--- config.mk ---
export PLATFORM = sky130hd
export DESIGN_NAME = control_unit
export DESIGN_NICKNAME = d
export VERILOG_FILES = /design/src/rtl/cpu_ctrl_pkg.sv /design/src/rtl/ir_decode.sv /design/src/rtl/control_unit.sv
export SDC_FILE = /design/constraint.sdc
export NUM_CORES = 1
export LEC_CHECK = 0
export CAP_MARGIN = 20
export CORE_MARGIN = 3
export CORE_UTILIZATION = 35
export DETAILED_ROUTE_END_ITERATION = 16
export PLACE_DENSITY = 0.91
export SLEW_MARGIN = 10
export SYNTH_ARGS = -nofsm -noshare
export SYNTH_HDL_FRONTEND = slang
export SYNTH_SLANG_ARGS = --single-unit
--- constraint.sdc ---
create_clock -name clock -period 2.4 [get_ports clock]
set_input_delay 0.24 -clock clock [delete_from_list [all_inputs] [get_ports clock]]
set_output_delay 0.24 -clock clock [all_outputs]
set_load 0.02 [all_outputs]
--- src/rtl/cpu_ctrl_pkg.sv ---
// Opcodes, FSM state encoding, instruction classes and the datapath strobe bundle
// shared by control_unit and its instruction decoder.
package cpu_ctrl_pkg;

  localparam logic [4:0] OP_LD   = 5'b00000;
  localparam logic [4:0] OP_LDI  = 5'b00001;
  localparam logic [4:0] OP_ST   = 5'b00010;
  localparam logic [4:0] OP_ADD  = 5'b00011;
  localparam logic [4:0] OP_SUB  = 5'b00100;
  localparam logic [4:0] OP_AND  = 5'b00101;
  localparam logic [4:0] OP_OR   = 5'b00110;
  localparam logic [4:0] OP_SHR  = 5'b00111;
  localparam logic [4:0] OP_SHL  = 5'b01000;
  localparam logic [4:0] OP_ROR  = 5'b01001;
  localparam logic [4:0] OP_ROL  = 5'b01010;
  localparam logic [4:0] OP_ADDI = 5'b01011;
  localparam logic [4:0] OP_ANDI = 5'b01100;
  localparam logic [4:0] OP_ORI  = 5'b01101;
  localparam logic [4:0] OP_MUL  = 5'b01110;
  localparam logic [4:0] OP_DIV  = 5'b01111;
  localparam logic [4:0] OP_NEG  = 5'b10000;
  localparam logic [4:0] OP_NOT  = 5'b10001;
  localparam logic [4:0] OP_BR   = 5'b10010;
  localparam logic [4:0] OP_JR   = 5'b10011;
  localparam logic [4:0] OP_RSVD = 5'b10100;
  localparam logic [4:0] OP_IN   = 5'b10101;
  localparam logic [4:0] OP_OUT  = 5'b10110;
  localparam logic [4:0] OP_MFHI = 5'b10111;
  localparam logic [4:0] OP_MFLO = 5'b11000;
  localparam logic [4:0] OP_NOP  = 5'b11001;
  localparam logic [4:0] OP_HALT = 5'b11010;

  typedef enum logic [3:0] {
    S_RESET = 4'd0, T0, T1, T2, T3, T4, T5, T6, T7, S_HALT
  } state_t;

  typedef enum logic [3:0] {
    ALU_R, ALU_I, MULDIV, UNARY, LDI, LD, ST, BR, JR, IN, OUT, MFHI, MFLO, NOP, HALT
  } instr_class_t;

  typedef struct packed {
    logic pco, pci, incpc, iri, mari, mdri, mdro, mem_read, mem_write;
    logic ryi, rzi, rzlo, rzho, hii, loi, hio, loo;
    logic gra, grb, grc, rin, rout, baout, csigno, ipo, opi, coni;
  } strobes_t;

endpackage

--- src/rtl/ir_decode.sv ---
// Combinational opcode-to-class decoder; unknown and reserved opcodes behave as nop.
module ir_decode
  import cpu_ctrl_pkg::*;
(
  input  logic [4:0]   opcode,
  output instr_class_t iclass
);

  always_comb begin
    iclass = NOP;
    case (opcode)
      OP_ADD, OP_SUB, OP_AND, OP_OR,
      OP_SHR, OP_SHL, OP_ROR, OP_ROL: iclass = ALU_R;
      OP_ADDI, OP_ANDI, OP_ORI:       iclass = ALU_I;
      OP_MUL, OP_DIV:                 iclass = MULDIV;
      OP_NEG, OP_NOT:                 iclass = UNARY;
      OP_LDI:                         iclass = LDI;
      OP_LD:                          iclass = LD;
      OP_ST:                          iclass = ST;
      OP_BR:                          iclass = BR;
      OP_JR:                          iclass = JR;
      OP_IN:                          iclass = IN;
      OP_OUT:                         iclass = OUT;
      OP_MFHI:                        iclass = MFHI;
      OP_MFLO:                        iclass = MFLO;
      OP_HALT:                        iclass = HALT;
      OP_NOP, OP_RSVD:                iclass = NOP;
      default:                        iclass = NOP;
    endcase
  end

endmodule

--- src/rtl/control_unit.sv ---
// Hardwired T-step sequencer: fetches into the IR, then drives the datapath strobes
// for each instruction class, stalling in memory steps until mem_ready.
module control_unit
  import cpu_ctrl_pkg::*;
#(
  parameter logic [4:0] ADD_OP = 5'b00011
) (
  input  logic        clock,
  input  logic        clear,
  input  logic [31:0] ir,
  input  logic        con_ff,
  input  logic        mem_ready,
  output logic        pco, pci, incpc, iri, mari, mdri, mdro, mem_read, mem_write,
  output logic        ryi, rzi, rzlo, rzho, hii, loi, hio, loo,
  output logic        gra, grb, grc, rin, rout, baout, csigno, ipo, opi, coni,
  output logic [4:0]  alu_op,
  output logic        run
);

  state_t       state_q, state_d;
  instr_class_t iclass;
  strobes_t     st;
  logic [4:0]   opcode;
  logic         unused_ir_fields;

  assign opcode           = ir[31:27];
  assign unused_ir_fields = ^ir[26:0];

  ir_decode u_decode (
    .opcode (opcode),
    .iclass (iclass)
  );

  always_ff @(posedge clock or negedge clear) begin
    if (!clear) state_q <= S_RESET;
    else        state_q <= state_d;
  end

  always_comb begin
    state_d = state_q;
    case (state_q)
      S_RESET: state_d = T0;
      T0:      state_d = T1;
      T1:      state_d = mem_ready ? T2 : T1;
      T2:      state_d = T3;
      T3: begin
        case (iclass)
          HALT:                         state_d = S_HALT;
          JR, IN, OUT, MFHI, MFLO, NOP: state_d = T0;
          default:                      state_d = T4;
        endcase
      end
      T4:      state_d = (iclass == UNARY) ? T0 : T5;
      T5: begin
        case (iclass)
          ALU_R, ALU_I, LDI: state_d = T0;
          default:           state_d = T6;
        endcase
      end
      T6: begin
        case (iclass)
          LD:      state_d = mem_ready ? T7 : T6;
          ST:      state_d = T7;
          default: state_d = T0;
        endcase
      end
      T7: begin
        if (iclass == ST) state_d = mem_ready ? T0 : T7;
        else              state_d = T0;
      end
      S_HALT:  state_d = S_HALT;
      default: state_d = S_RESET;
    endcase
  end

  // Step table indexed by state and instruction class; anything not set stays low.
  always_comb begin
    st     = '0;
    alu_op = '0;
    case (state_q)
      T0: begin st.pco = 1'b1; st.mari = 1'b1; st.incpc = 1'b1; st.rzi = 1'b1; end
      T1: begin st.rzlo = 1'b1; st.pci = 1'b1; st.mem_read = 1'b1; st.mdri = 1'b1; end
      T2: begin st.mdro = 1'b1; st.iri = 1'b1; end
      T3: begin
        case (iclass)
          ALU_R, ALU_I: begin st.grb = 1'b1; st.rout = 1'b1; st.ryi = 1'b1; end
          MULDIV:       begin st.gra = 1'b1; st.rout = 1'b1; st.ryi = 1'b1; end
          UNARY: begin
            st.grb = 1'b1; st.rout = 1'b1; st.rzi = 1'b1; alu_op = opcode;
          end
          LDI, LD, ST:  begin st.grb = 1'b1; st.baout = 1'b1; st.ryi = 1'b1; end
          BR:           begin st.gra = 1'b1; st.rout = 1'b1; st.coni = 1'b1; end
          JR:           begin st.gra = 1'b1; st.rout = 1'b1; st.pci = 1'b1; end
          IN:           begin st.ipo = 1'b1; st.gra = 1'b1; st.rin = 1'b1; end
          OUT:          begin st.gra = 1'b1; st.rout = 1'b1; st.opi = 1'b1; end
          MFHI:         begin st.hio = 1'b1; st.gra = 1'b1; st.rin = 1'b1; end
          MFLO:         begin st.loo = 1'b1; st.gra = 1'b1; st.rin = 1'b1; end
          default:      ;
        endcase
      end
      T4: begin
        case (iclass)
          ALU_R: begin st.grc = 1'b1; st.rout = 1'b1; st.rzi = 1'b1; alu_op = opcode; end
          ALU_I: begin st.csigno = 1'b1; st.rzi = 1'b1; alu_op = opcode; end
          MULDIV: begin st.grb = 1'b1; st.rout = 1'b1; st.rzi = 1'b1; alu_op = opcode; end
          UNARY: begin st.rzlo = 1'b1; st.gra = 1'b1; st.rin = 1'b1; end
          LDI, LD, ST: begin st.csigno = 1'b1; st.rzi = 1'b1; alu_op = ADD_OP; end
          BR:    begin st.pco = 1'b1; st.ryi = 1'b1; end
          default: ;
        endcase
      end
      T5: begin
        case (iclass)
          ALU_R, ALU_I, LDI: begin st.rzlo = 1'b1; st.gra = 1'b1; st.rin = 1'b1; end
          MULDIV: begin st.rzlo = 1'b1; st.loi = 1'b1; end
          LD, ST: begin st.rzlo = 1'b1; st.mari = 1'b1; end
          BR:     begin st.csigno = 1'b1; st.rzi = 1'b1; alu_op = ADD_OP; end
          default: ;
        endcase
      end
      T6: begin
        case (iclass)
          MULDIV: begin st.rzho = 1'b1; st.hii = 1'b1; end
          LD:     begin st.mem_read = 1'b1; st.mdri = 1'b1; end
          ST:     begin st.gra = 1'b1; st.rout = 1'b1; st.mdri = 1'b1; end
          // Branch is taken by loading the computed target only when the condition held.
          BR:     begin st.rzlo = 1'b1; st.pci = con_ff; end
          default: ;
        endcase
      end
      T7: begin
        case (iclass)
          LD:      begin st.mdro = 1'b1; st.gra = 1'b1; st.rin = 1'b1; end
          ST:      st.mem_write = 1'b1;
          default: ;
        endcase
      end
      default: ;
    endcase
  end

  assign run = (state_q != S_RESET) && (state_q != S_HALT);

  assign pco = st.pco;             assign pci = st.pci;         assign incpc = st.incpc;
  assign iri = st.iri;             assign mari = st.mari;       assign mdri = st.mdri;
  assign mdro = st.mdro;           assign mem_read = st.mem_read;
  assign mem_write = st.mem_write; assign ryi = st.ryi;         assign rzi = st.rzi;
  assign rzlo = st.rzlo;           assign rzho = st.rzho;       assign hii = st.hii;
  assign loi = st.loi;             assign hio = st.hio;         assign loo = st.loo;
  assign gra = st.gra;             assign grb = st.grb;         assign grc = st.grc;
  assign rin = st.rin;             assign rout = st.rout;       assign baout = st.baout;
  assign csigno = st.csigno;       assign ipo = st.ipo;         assign opi = st.opi;
  assign coni = st.coni;

endmodule
* Yosys cells after proc, flatten, opt, wreduce, memory -nomap -nowiden
Memories as Yosys holds them, arrays and structs flattened.
Index checks and enable logic that the tools add are counted.
** Operators by class
- $add $sub $neg :: 0
- $mul :: 0
- Div/mod/pow operators :: 0
- $lt $le $gt $ge :: 0
- Equal/unequal tests :: 24
- Shifts and indexed selects :: 0
- Multiplexer cells :: 59
- Bitwise logic cells :: 0
- Reduce and logical (&&, ||, !) cells :: 16
** Operator list (number)
- $pmux W4 S10 :: 1
- $eq A4 B4 Y1 const B :: 9
- $eq A4 B3 Y1 const B :: 8
- $mux W1 :: 29
- $reduce_or A6 Y1 :: 3
- $eq A4 B2 Y1 const B :: 4
- $pmux W1 S2 :: 8
- $pmux W4 S2 :: 2
- $pmux W5 S3 :: 1
- $reduce_or A7 Y1 :: 2
- $mux W4 :: 3
- $pmux W1 S4 :: 3
- $reduce_or A3 Y1 :: 4
- $pmux W5 S2 :: 1
- $mux W3 :: 3
- $eq A4 B1 Y1 const B :: 2
- $logic_not A4 Y1 :: 2
- $mux W2 :: 4
- $pmux W1 S3 :: 2
- $mux W5 :: 1
- $pmux W1 S5 :: 1
- $ne A4 B4 Y1 const B :: 1
- $reduce_bool A4 Y1 :: 1
- $reduce_or A2 Y1 :: 2
- other kinds (2) :: 2
** Word-level totals
- Bits in registers :: 4
- Latch bits :: 0
- Bits in writable memories :: 0
- Bits in read-only memories :: 128
- Output and inout bits :: 33
- Logic and storage cells :: 101
- Memories :: 1
** Memory list
- (no name shown) :: depth 32, bits a word 4, read ports 1, clocked after Yosys merged registers in 0, wr ports 0, RTL line ir_decode.sv:11 : case (opcode)

* Depth between registers and ports, before layout
Gate-level depths: netlist of run 1.
An unclocked memory read counts as a cell.
- Depth after elaboration :: 5
- Mapped depth :: 6
- Mapped depth without buffers :: 4

* By module
A second synthesis of run 1 with hierarchy kept.
** Second synthesis, totals
- Cell total of the unflattened synthesis :: 159
- Area, all modules :: 1059.8 um^2
** Modules (own cells, without submodules)
- control_unit :: instances 1, cells an instance 136, area each 920.9 um^2, seq. area each 100.1 um^2
- ir_decode :: instances 1, cells an instance 23, area each 138.9 um^2, seq. area each 0.0 um^2

* Worst setup path after synthesis of run 1
Ideal clock, no wire load.
- Kind :: flip-flop to output port
- Start :: register state_q[0]
- End :: output rin
- Arrival :: 2.115 ns
- Path slack :: 0.045 ns
- Cell stages (with the launch flop) :: 6
- Buffers on the path :: 1
- Cell sequence :: dfrtp_1 -> buf_6 -> or2_4 -> or3_1 -> nor4_1 -> nand2b_1
** Between the ends
- Word-level cells in the longest chain between the ends :: 2
- Elaborated cells on any way between the ends :: 5
** RTL lines
- start, declared :: RTL line control_unit.sv:20 : state_t state_q, state_d;
- start signal, assigned :: RTL line control_unit.sv:36 : else state_q <= state_d;
- $eq A4 B4 Y1 or $eq A4 B3 Y1 (tied branches) :: RTL line control_unit.sv:80 : case (state_q)
- $pmux W1 S4 (*) :: RTL line control_unit.sv:80
- end, declared :: RTL line control_unit.sv:15 : output logic gra, grb, grc, rin, rout, baout, csigno, ipo, opi, coni,
Mark *: on every way between the ends. The rest lies on a longest branch, timed or not.

* Worst setup path after layout of run 1
- Start :: input ir[29]
- End :: output mari
** Between the ends
- Word-level cells in the longest chain between the ends :: 5
- Elaborated cells on any way between the ends :: 6
** RTL lines
- start, declared :: RTL line control_unit.sv:10 : input logic [31:0] ir,
- $mem_v2 Z32 W4 (*)
- $eq A4 B3 Y1 :: RTL line control_unit.sv:113 : case (iclass)
- $reduce_or A2 Y1 (no source line) (*)
- $mux W1 (*) :: RTL line control_unit.sv:113
- $pmux W1 S2 (*) :: RTL line control_unit.sv:80
- end, declared :: RTL line control_unit.sv:13 : output logic pco, pci, incpc, iri, mari, mdri, mdro, mem_read, mem_write,
Marked as above.

==> metrics.cfg, run 1 <==
[global_routing]
grt.total_usage_pct=24.09
antenna_found_initial=0
grt_pass1_wl_um=6486
grt_max_degree=17
gr-total-overflow=0
grt_pass1_vias=1400

[clock_tree]
root_buffer=clkbuf_4
cts_num_sinks=4
postCtsSetupBuffers=0
cts_buffers=3
clockBufferDepth=2
cts.htree.levels=1
clock_latency_ps=230
clk_pin_slew_ps=40
cts_tree=done

[critical_path]
path_max_fanout=5
path_cells=clkdlybuf4s50_1 > buf_4 > or3_1 > buf_4 > o31ai_1 > dlygate4sd2_1
r2r_slack_ps=420
path_delay_family=buffers and inverters
cpMostUsedCell=buf_4
rr_startpoint=state_q[0]
cpPeakStageDelay_ps=490
r2r-end=state_q[3]
worst_setup_path_start_kind=primary input
worstSetupEndpointType=primary output
critical_path_required_ps=2160
arrival_ps=2130
path_buf_inv=4
slowest_stage=clkdlybuf4s50_1
critical_path_class=primary input to primary output
ff2ff_path_depth=5

[sta]
setup_viol=0
holdWs_ps=207.3
clock_skew_ps=1.524
setup_tns_ps=0
finalWorstSetupSlack_ps=31.09
slew_headroom_pct=69.23
period_minus_slack_ps=2369
drv_slew=0
hold_viol=0
fmax_ghz=0.4221
worst_pin_slew_ps=455.1
period_share_pct=98.70

[synthesis]
synth_edf_count=0
synth_top_area_share_pct=10.44
synth.distinct_cells=49
synthFlopType=dfrtp_1
ys_ff_latch=4
yosysSeqAreaShare_pct=10.44
postSynthCellCount=146
netlist_area_um2=958.4
synth.avg_cell_area_um2=6.565
syn-num-nets=182
synth.top_cells.by_area=dfrtp_1 10%, nor2_1 6.7%, nor3_1 6.3%, a21oi_1 4.7%, o21ai_0 4.7%
synth_warnings=0
async_reset_ff_share_pct=100.0
yosys.area.top_type=dfrtp_1

[final_layout]
layout_commonest_cell=buf_4
utilization_pct=66.62
regMostFlops=state_q
fin_cells=247
syn2layout_area_growth_pct=76.89
final_cell_mix=43 x buf_4, 15 x nor2_1, 13 x dlygate4sd2_1
drive_above_1_share_pct=35.02
diodes=0
largest_reg_flops=4
layout.nets=255
reg_top3=state_q: 4 flops

[power]
pwr-share-comb_pct=82.6
power.leakage_nw=0.8544
p_int_w=0.0005750
p_sw_w=0.0005993
pwr-share-seq_pct=10.2
p_sw_share_pct=51.04
powerDensity_nw_per_um2=692.6
vdd_drop_max_mv=0.5904
clockPowerShare_pct=7.2

[die]
initial_core_util_pct=37.66
die-height_um=58.33
die_w_um=58.33
io_pins=69
coreArea_um2=2545
row_count=18
dieArea_um2=3402

[placement]
gp_congestion=1.034
port_buffers=41
placedCellCount=244
dp_hpwl_um=3070
place_ws_ps=-427.4

[run]
maxCapViolations=0

[route]
drt_iter0_markers=115
firstDrtPassIters=4
routed_wl_um=4279
ant_nets=0
num_vias=1540
post_drt_wl_per_cell_um=17.32
via_per_inst=6.235
drc=0

[hold_path]
hp-class=primary input to async pin

[run_status]
outcome=complete, no violations

-- through the flow --
step	total power, W	instance area (um2)
6_report	0.001174	1695
4_1_cts	0.001162	1672
5_1_grt	0.001254	1695
3_5_place_dp	0.001116	1647
2_1_floorplan	0.0006963	958.4
3_3_place_gp	0.001095	1647
-- worst max-delay path by stage --
stage / start / endpoint / slack, ps / depth (start not counted)
after detailed placement: ir[30] / alu_op[0] / -430 / 6
after global routing: state_q[1] / rout / -20 / 5
final: ir[29] / mari / 30 / 6
after CTS: ir[28] / gra / -20 / 6
after global placement: ir[30] / gra / -370 / 6
after floorplan: state_q[0] / rin / 40 / 5
-- power groups by stage --
stage	clock network, W	logic, W	registers, W
3_3_place_gp	0	0.000980	0.000115
4_1_cts	0.0000859	0.000961	0.000115
2_1_floorplan	0	0.000591	0.000105
5_1_grt	0.0000909	0.00104	0.000123
6_report	0.0000844	0.000971	0.000119
3_5_place_dp	0	0.00100	0.000115
-- logic make-up after synthesis --
group	after synthesis	share of synthesized area, %
XOR/XNOR	3	2.742
AO/OA/AOI/OAI	40	27.02
buffers and inverters	19	9.791
multiplexers	2	2.089
flip-flops	4	10.44
AND/OR/NAND/NOR	78	47.91
-- area by class of cell --
type	instances	area, um2
clock buffer	3	22.52
timing repair buffer	84	693.2
fill	210	849.6
multi-input combinational	123	830.8
tap	30	37.54
sequential	4	100.1
inverter	3	11.26
-- metal layers --
layer  up-vias  global-route usage (%)  wire [um]
li1        693                       -          -
met2       115                   40.19       2103
met5         -                       0          0
met3        14                   3.947        441
met4         0                   8.609        131
met1       718                   31.15       1602
-- what timing repair did --
action,in CTS,in global routing
endpoints found under the hold margin,0,0
cloned,0,0
hold buffers,0,0
endpoints found under the setup margin,24,18
resized for setup,45,30
-- synth_stat cells (all sizes together), types with 2 or more instances --
library cell,count
and3,3
o22ai,5
nor4,2
buf,8
o211ai,3
dfrtp,4
nor3b,2
nand2,8
nor2,17
xnor2,2
and4b,2
a221o,2
nand2b,7
inv,3
or4,3
a21oi,9
clkbuf,8
a31oi,4
or4b,3
nor3,12
mux2i,2
or2,3
nand3,3
a2111oi,2
nand4b,2
o21ai,9
or3,5
-- worst register-to-register path, cell delays in order (launching register included) --
cell	delay [ps]
dfrtp_1	400
buf_4	190
or4b_4	560
buf_4	180
or4_4	480
o211ai_2	80
Power figures use the tool's default switching activity.
==> run 2: changes to the inputs <==
--- a/config.mk
+++ b/config.mk
@@ -9,7 +9,7 @@
 export CORE_MARGIN = 3
 export CORE_UTILIZATION = 35
 export DETAILED_ROUTE_END_ITERATION = 16
-export PLACE_DENSITY = 0.91
+export PLACE_DENSITY = 0.9
 export SLEW_MARGIN = 10
 export SYNTH_ARGS = -nofsm -noshare
 export SYNTH_HDL_FRONTEND = slang
==> run 2 against run 1 <==
Net effect: sequential share of layout area about the same; power increased by 1.1%; fmax increased by 0.31%; setup slack improved by 7.3 ps; non-clock buffer count decreased by 4; global-route usage decreased by 2.4 points; sequential power about the same; critical path depth unchanged; clock skew increased by 0.89 ps; flip-flop and latch count unchanged; critical path type unchanged; critical endpoint is now baout; largest power group unchanged; highest routed layer unchanged.
==> metrics.cfg, run 2 (synthesis gave the netlist of run 1 again) <==
[run_status]
outcome=complete, no violations

[die]
coreArea_um2=2545  ; unchanged
initial_core_util_pct=37.66  ; unchanged
die-height_um=58.33  ; unchanged
io_pins=69  ; unchanged
row_count=18  ; unchanged
die_w_um=58.33  ; unchanged
dieArea_um2=3402  ; unchanged

[sta]
clock_skew_ps=2.411  ; +0.8869 ps
worst_pin_slew_ps=364.3  ; -90.78 ps
drv_slew=0  ; unchanged
finalWorstSetupSlack_ps=38.41  ; +7.323 ps
fmax_ghz=0.4234  ; +0.31%
hold_viol=0  ; unchanged
setup_viol=0  ; unchanged
slew_headroom_pct=75.66  ; +6.4 points
holdWs_ps=201.4  ; -5.922 ps
rsz0062_at_grt=true
period_minus_slack_ps=2362  ; -7.324 ps
period_share_pct=98.40  ; -0.31 points

[power]
clockPowerShare_pct=6.9  ; -0.3 points
finalPower_w=0.001187  ; +1.1%
pwr-share-seq_pct=9.8  ; -0.4 points
p_sw_w=0.0005938  ; -0.92%
power.leakage_nw=0.8135  ; -4.8%
p_int_w=0.0005936  ; +3.2%
powerDensity_nw_per_um2=701.4  ; +1.3%
pwr-share-comb_pct=83.3  ; +0.7 points
p_sw_share_pct=50.01  ; -1.0 points
vdd_drop_max_mv=0.5271  ; -11%

[clock_tree]
cts_buffers=3  ; unchanged
cts_num_sinks=4  ; unchanged
postCtsSetupBuffers=0  ; unchanged
clock_latency_ps=230  ; about the same
clk_pin_slew_ps=40  ; about the same
cts_tree=done
root_buffer=clkbuf_4
cts.htree.levels=1  ; unchanged
clockBufferDepth=2  ; unchanged

[placement]
place_ws_ps=-465.0  ; -37.58 ps
port_buffers=41  ; unchanged
placed_area_um2=1617  ; -1.8%
dp_hpwl_um=2810  ; -8.5%
gp_congestion=1.002  ; -3.1%

[route]
post_drt_wl_per_cell_um=15.80  ; -8.8%
firstDrtPassIters=4  ; unchanged
ant_nets=0  ; unchanged
via_per_inst=5.922  ; -5.0%
drt_iter0_markers=80  ; -30%
routed_wl_um=3839  ; -10%
drc=0  ; unchanged
num_vias=1439  ; -6.6%

[run]
maxCapViolations=0  ; unchanged

[hold_path]
hp-class=primary input to async pin

[critical_path]
r2r_slack_ps=390  ; -30 ps
worstSetupEndpointType=primary output
arrival_ps=2120  ; about the same
critical_path_class=primary input to primary output
rr_startpoint=state_q[0]
ff2ff_path_depth=5  ; unchanged
critical_path_required_ps=2160  ; about the same
slowest_stage=clkdlybuf4s50_1
r2r-end=state_q[3]
path_cells=clkdlybuf4s50_1 > buf_4 > nor3_1 > buf_4 > and3_1 > clkdlybuf4s50_1
cpPeakStageDelay_ps=600  ; +110 ps
worst_setup_path_start_kind=primary input
path_max_fanout=14  ; +9

[final_layout]
layout_commonest_cell=buf_4
largest_reg_flops=4  ; unchanged
diodes=0  ; unchanged
utilization_pct=66.52  ; -0.098 points
reg_top3=state_q: 4 flops
fillers=220  ; +4.8%
final_cell_mix=38 x buf_4, 16 x nor2_1, 13 x clkdlybuf4s50_1, 13 x dlygate4sd2_1, 11 x nor3_1
final_cell_area_um2=1693  ; -0.15%
drive_above_1_share_pct=32.39  ; -2.6 points
syn2layout_area_growth_pct=76.63
regMostFlops=state_q
layout.nets=251  ; -1.6%

[global_routing]
grt_pass1_vias=1323  ; -5.5%
grt_max_degree=19  ; +2
gr-total-overflow=0  ; unchanged
antenna_found_initial=0  ; unchanged
grt_pass1_wl_um=5913  ; -8.8%
grt.total_usage_pct=21.68  ; -2.4 points

## run 2: area by class of cell
cell class | instances | area [um2] | share of cell area [%]
Multi-Input combinational cell | 123 | 849.6 | 50.18
Timing Repair Buffer | 80 | 671.9 | 39.69
Sequential cell | 4 | 100.1 | 5.913
Tap cell | 30 | 37.54 | 2.217
Clock buffer | 3 | 22.52 | 1.330
Inverter | 3 | 11.26 | 0.6652
## run 2: power by group through the flow
stage	logic [W]	clock network [W]	registers [W]
floorplan	0.000591	0	0.000105
global placement	0.000979	0	0.000115
detailed placement	0.000993	0	0.000115
CTS	0.000946	0.0000866	0.000115
global route	0.00106	0.0000971	0.000119
finish	0.000989	0.0000824	0.000116
## run 2: timing repair
item                       in CTS  in global routing
setup endpoints to repair      24                 16
hold buffers                    0                  0
gates resized for setup        46                 27
## run 2: routing by layer
| layer | routed length [um] | share of wire, % | global-route usage, % | vias up |
|---|---|---|---|---|
| met1 | 1603 | 42 | 29.95 | 662 |
| met5 | 0 | 0 | 0 | - |
| li1 | - | - | - | 685 |
| met3 | 314 | 8.2 | 2.193 | 2 |
| met4 | 7 | 0.18 | 3.311 | 0 |
| met2 | 1913 | 50 | 37.00 | 90 |
## run 2: worst max-delay path by stage
| stage | end | depth (start not counted) | startpoint |
|---|---|---|---|
| finish | baout | 6 | ir[29] |
| global route | rin | 7 | state_q[2] |
| CTS | csigno | 5 | state_q[0] |
| detailed placement | gra | 6 | ir[30] |
| global placement | gra | 7 | ir[29] |
| floorplan | rin | 5 | state_q[0] |
## run 2: stage by stage
stage               std cells  setup TNS, ps
finish                    243              0
global route              243         -116.5
CTS                       243              0
detailed placement        240          -4565
global placement          240          -3838
floorplan                 146              0
## run 2: critical path: cells and delay by family
| family | cells | cell delay, ps |
|---|---|---|
| and+or+nand+nor | 2 | 400 |
| buffers and inverters | 4 | 1470 |
